File: src/rtl/cpu_types_pkg.sv
// Shared CPU types for the memory arbiter: RAM handshake states, arbiter FSM states,
// default widths and the streak saturation helper.
package cpu_types_pkg;

    localparam int WORD_W           = 32;
    localparam int MAX_D_STREAK_DEF = 4;

    typedef enum logic [1:0] {
        FREE   = 2'd0,
        BUSY   = 2'd1,
        ACCESS = 2'd2,
        ERROR  = 2'd3
    } ramstate_t;

    typedef enum logic [1:0] {
        IDLE   = 2'd0,
        IGRANT = 2'd1,
        DGRANT = 2'd2
    } arb_state_t;

    // Saturating increment used for the consecutive-data-grant streak.
    function automatic logic [3:0] streak_inc(input logic [3:0] cur, input logic [3:0] lim);
        logic [3:0] res;
        if (cur >= lim) begin
            res = lim;
        end else begin
            res = cur + 4'd1;
        end
        return res;
    endfunction

endpackage

File: src/rtl/arb_perf_counter.sv
// Free-running 32-bit stall counter: counts cycles where inc_i is high, wraps at 2^32,
// cleared by the synchronous active-low reset.
module arb_perf_counter (
    input  logic        CLK,
    input  logic        nRST,
    input  logic        inc_i,
    output logic [31:0] cnt_o
);

    logic [31:0] cnt_q;

    // Stall cycle accumulator
    always_ff @(posedge CLK) begin
        if (!nRST) begin
            cnt_q <= 32'd0;
        end else if (inc_i) begin
            cnt_q <= cnt_q + 32'd1;
        end else begin
            cnt_q <= cnt_q;
        end
    end

    assign cnt_o = cnt_q;

endmodule

File: src/rtl/mem_arbiter.sv
// Instruction/data arbiter for the single unified RAM port, data-first with a bounded
// streak that forces instruction progress. Optional stall counters under MEM_ARB_PERF_EN.
module mem_arbiter
    import cpu_types_pkg::*;
#(
    parameter int MAX_D_STREAK = MAX_D_STREAK_DEF,
    parameter int ADDR_W       = 32,
    parameter int DATA_W       = WORD_W
) (
    input  logic              CLK,
    input  logic              nRST,
    input  logic              iREN,
    input  logic [ADDR_W-1:0] iaddr,
    output logic [DATA_W-1:0] iload,
    output logic              iwait,
    input  logic              dREN,
    input  logic              dWEN,
    input  logic [ADDR_W-1:0] daddr,
    input  logic [DATA_W-1:0] dstore,
    output logic [DATA_W-1:0] dload,
    output logic              dwait,
    output logic              ramREN,
    output logic              ramWEN,
    output logic [ADDR_W-1:0] ramaddr,
    output logic [DATA_W-1:0] ramstore,
    input  logic [DATA_W-1:0] ramload,
    input  logic [1:0]        ramstate
`ifdef MEM_ARB_PERF_EN
    ,
    output logic [31:0]       i_stall_cnt,
    output logic [31:0]       d_stall_cnt
`endif
);

    localparam logic [3:0] STREAK_MAX = 4'(MAX_D_STREAK);

    arb_state_t state_q, state_d;
    logic [3:0] streak_q, streak_d;
    logic       d_req_s;
    ramstate_t  ram_st_s;

    assign d_req_s  = dREN | dWEN;
    assign ram_st_s = ramstate_t'(ramstate);
    assign iload    = ramload;
    assign dload    = ramload;

    // Grant selection and completion handling; withdraw is checked before ACCESS so a
    // dropped request is never acknowledged.
    always_comb begin
        state_d  = state_q;
        streak_d = streak_q;
        case (state_q)
            IDLE: begin
                if (d_req_s && (!iREN || (streak_q < STREAK_MAX))) begin
                    state_d = DGRANT;
                end else if (iREN) begin
                    state_d = IGRANT;
                end else begin
                    state_d = IDLE;
                end
            end
            IGRANT: begin
                if (!iREN) begin
                    state_d = IDLE;
                end else if (ram_st_s == ACCESS) begin
                    state_d  = IDLE;
                    streak_d = 4'd0;
                end else if (ram_st_s == ERROR) begin
                    state_d = IDLE;
                end else begin
                    state_d = IGRANT;
                end
            end
            DGRANT: begin
                if (!d_req_s) begin
                    state_d = IDLE;
                end else if (ram_st_s == ACCESS) begin
                    state_d  = IDLE;
                    streak_d = iREN ? streak_inc(streak_q, STREAK_MAX) : 4'd0;
                end else if (ram_st_s == ERROR) begin
                    state_d = IDLE;
                end else begin
                    state_d = DGRANT;
                end
            end
            default: begin
                state_d  = IDLE;
                streak_d = 4'd0;
            end
        endcase
    end

    // FSM and streak registers
    always_ff @(posedge CLK) begin
        if (!nRST) begin
            state_q  <= IDLE;
            streak_q <= 4'd0;
        end else begin
            state_q  <= state_d;
            streak_q <= streak_d;
        end
    end

    // RAM steering follows the granted requester; enables track the live request so a
    // withdrawal takes effect immediately.
    always_comb begin
        ramREN   = 1'b0;
        ramWEN   = 1'b0;
        ramaddr  = '0;
        ramstore = '0;
        iwait    = 1'b1;
        dwait    = 1'b1;
        case (state_q)
            IGRANT: begin
                ramREN  = iREN;
                ramaddr = iaddr;
                if (iREN && (ram_st_s == ACCESS)) begin
                    iwait = 1'b0;
                end else begin
                    iwait = 1'b1;
                end
            end
            DGRANT: begin
                ramWEN   = dWEN;
                ramREN   = dREN & ~dWEN;
                ramaddr  = daddr;
                ramstore = dstore;
                if (d_req_s && (ram_st_s == ACCESS)) begin
                    dwait = 1'b0;
                end else begin
                    dwait = 1'b1;
                end
            end
            default: begin
                ramREN = 1'b0;
                ramWEN = 1'b0;
            end
        endcase
    end

`ifdef MEM_ARB_PERF_EN
    arb_perf_counter u_i_stall (
        .CLK   (CLK),
        .nRST  (nRST),
        .inc_i (iREN & iwait),
        .cnt_o (i_stall_cnt)
    );

    arb_perf_counter u_d_stall (
        .CLK   (CLK),
        .nRST  (nRST),
        .inc_i (d_req_s & dwait),
        .cnt_o (d_stall_cnt)
    );
`endif

endmodule

File: config.mk
export PLATFORM = sky130hd
export DESIGN_NAME = mem_arbiter
export DESIGN_NICKNAME = d
export VERILOG_FILES = /design/src/rtl/cpu_types_pkg.sv /design/src/rtl/arb_perf_counter.sv /design/src/rtl/mem_arbiter.sv
export SDC_FILE = /design/constraint.sdc
export NUM_CORES = 1
export LEC_CHECK = 0
export BUFFER_PORTS_ARGS = -buffer_cell sky130_fd_sc_hd__buf_2
export CORE_AREA = 2 2 104 106
export DETAILED_ROUTE_END_ITERATION = 10
export DIE_AREA = 0 0 106 108
export PLACE_DENSITY = 0.61
export SLEW_MARGIN = 20
export SYNTH_ARGS = -nofsm -noshare
export SYNTH_HDL_FRONTEND = slang
export SYNTH_SLANG_ARGS = --single-unit
File: constraint.sdc
create_clock -name CLK -period 1.9 [get_ports CLK]
set_input_delay 0.285 -clock CLK [delete_from_list [all_inputs] [get_ports CLK]]
set_output_delay 0.285 -clock CLK [all_outputs]
set_load 0.02 [all_outputs]
==> flow_metrics.env <==
export IMPL_hold_buffers=0
export IMPL_cp_num_buf_inv=3
export IMPL_finalInstanceArea_um2=2177
export IMPL_setup_tns_ns=0
export IMPL_numCtsBuffers=3
export IMPL_n_antenna_cell=0
export IMPL_synth_fp_nets=360
export IMPL_max_stage_delay_ns=0.32
export IMPL_nets=462
export IMPL_fin_util_pct=21.28
export IMPL_synth_edf_count=0
export IMPL_ios=267
export IMPL_synth_most_common_cell="buf_4"
export IMPL_cp_top_family="buffers and inverters"
export IMPL_portBuffers=170
export IMPL_synth_seq_cells=6
export IMPL_dieHeight_um=108
export IMPL_synth_top_cell_area_share_pct=30.57
export IMPL_syn_to_final_growth_pct=38.54
export IMPL_cts_repair_resize_count=0
export IMPL_synth_flop_cell="dfxtp_1"
export IMPL_synth_largest_area_cell="buf_4"
export IMPL_power_density_nw_per_um2=393.4
export IMPL_crit_chain="inv_1 -> ha_2 -> buf_6 -> nand2_1 -> o21ai_0 -> and2_1 -> buf_2"
export IMPL_fin_ws_ns=0.1067
export IMPL_synthMuxAreaShare_pct=1.911
export IMPL_cts_tree="yes"
export IMPL_drive_gt1_share_pct=56.56
export IMPL_final_setup_viol_count=0
export IMPL_synth_simple_gate_area_share_pct=32.09
export IMPL_hold_viol=0
export IMPL_ys_types=27
export IMPL_start_kind="flop"
export IMPL_clk_latency_ns=0.23
export IMPL_drt_first_pass_iters=4
export IMPL_fin_crit_sh_pct=94.38
export IMPL_maxSlewViolCount=0
export IMPL_hold_path_class="in -> reg"
export IMPL_grt_pass1_vias=1783
export IMPL_worstPathRequired_ns=1.62
export IMPL_drc=0
export IMPL_synth_xor_area_share_pct=0
export IMPL_maxSlewHeadroom_pct=83.43
export IMPL_ir_drop_mv=0.2067
export IMPL_syn_inst=220
export IMPL_synth_fa_ha_area_share_pct=3.981
export IMPL_async_reset_ff_share_pct=0
export IMPL_crit_type="reg -> out"
export IMPL_post_cts_buffers=0
export IMPL_worst_path_max_delay_cell="dfxtp_1"
export IMPL_layout_cells_non_filler=456
export IMPL_post_dp_cell_area_um2=2125
export IMPL_yosysSeqAreaShare_pct=7.643
export IMPL_antenna_found_initial=0
export IMPL_ant_nets=0
export IMPL_ys_warn_count=0
export IMPL_max_freq_mhz=557.6
export IMPL_avgSynthCellArea_um2=7.143
export IMPL_rsz0062_at_grt="no"
export IMPL_via_count=1827
export IMPL_avgViaCountPerCell=4.007
export IMPL_pre_cts_ws_ns=0.3025
export IMPL_maxCapViolations=0
export IMPL_grt_overflow_total=0
export IMPL_clk_pin_slew_worst_paths_ns=0.04
export IMPL_skew_ns=0.001568
export IMPL_grt_pass1_wl_mm=8.700
export IMPL_die_area_um2=11450
export IMPL_initial_core_util_pct=15.36
export IMPL_clk_path_buf_depth=2
export IMPL_ctsRootBufferMaster="clkbuf_8"
export IMPL_dp_cells=453
export IMPL_cts_sinks=6
export IMPL_routed_wl_mm=6.095
export IMPL_synth_compound_area_share_pct=19.27
export IMPL_place_congestion=0.6638
export IMPL_synth_top_family_by_area="buffers and inverters"
export IMPL_dieWidth_um=106
export IMPL_p_leak_nw=1.175
export IMPL_arrival_ns=1.51
export IMPL_rows=37
export IMPL_synth_top_cells_by_area="buf_4 31%, a22oi_1 15%, and2_1 14%"
export IMPL_htreeDepth=1
export IMPL_synth_commonest_cells="64 x buf_4, 34 x and2_1, 33 x nor2b_1"
export IMPL_drt_iter0_markers=40
export IMPL_wire_per_inst_um=13.37
export IMPL_hpwlAfterDp_mm=5.143
export IMPL_status="finished clean"
export IMPL_synth_cell_area_um2=1572
export IMPL_period_needed_ns=1.793
export IMPL_grt_start_max_net_pins=38
export IMPL_worst_hold_slack_ns=0.3823
export IMPL_worst_path_max_fanout=14
export IMPL_worst_slew_pin_slew_ns=0.2452
export IMPL_power_mw=0.8564
export IMPL_track_usage_pct=9.605
export IMPL_worstSetupEndpointType="output pin"
export IMPL_core_area_um2=10230
## tightest hold or removal path, cell delays in order
cell and delay [ns]:
buf_2 0.14, nand2_1 0.07, mux2i_1 0.06
## path summary, 6_finish.rpt
path,slack [ns],cells past startpoint,start,endpoint
hold reg to reg,0.47,2,streak_q[2],streak_q[2]
setup reg to reg,0.35,5,state_q[0],streak_q[3]
hold / removal,0.38,3,nRST,streak_q[0]
setup / recovery,0.11,7,state_q[0],ramREN
## registers in the layout (all words and copies together) (netlist names)
name      cells
streak_q      4
state_q       2
## area by class of cell
| cell class | instances | area [um^2] |
|---|---|---|
| Clock buffer | 3 | 41.29 |
| Tap cell | 136 | 170.2 |
| Sequential cell | 6 | 120.1 |
| Timing Repair Buffer | 176 | 932.1 |
| Fill cell | 1169 | 8054 |
| Multi-Input combinational cell | 132 | 902.1 |
| Inverter | 3 | 11.26 |
## layout by cell type (no fill, tap or decap), types with 3 or more instances in the layout
cell,count
buf_2,170
and2_1,34
nor2b_1,33
a22oi_1,32
nand2_1,7
dfxtp_1,6
ha_1,4
inv_1,3
o21ai_0,3
mux2i_1,3
clkbuf_8,3
buf_6,3
## routing by layer
metal | wire, um | track usage [%]
met5 | 0 | 0
met4 | 198 | 5.263
met3 | 476 | 1.688
met2 | 3289 | 19.08
met1 | 2131 | 9.370
## power by group
group | leakage, nW | internal [mW] | switching, mW | total [mW]
Combinational | 1.10 | 0.246 | 0.282 | 0.527
Clock | 0.0216 | 0.136 | 0.0594 | 0.196
Sequential | 0.0487 | 0.130 | 0.00301 | 0.133
## logic make-up (layout without fill, tap and decap cells)
kind of cell,count (synthesis),count (layout)
DFF,6,6
and+or+nand+nor,83,83
muxes,3,3
buffers and inverters,82,182
AOI/OAI and AO/OA,41,41
adders and majority gates,5,5
Power figures use the tool's default switching activity.
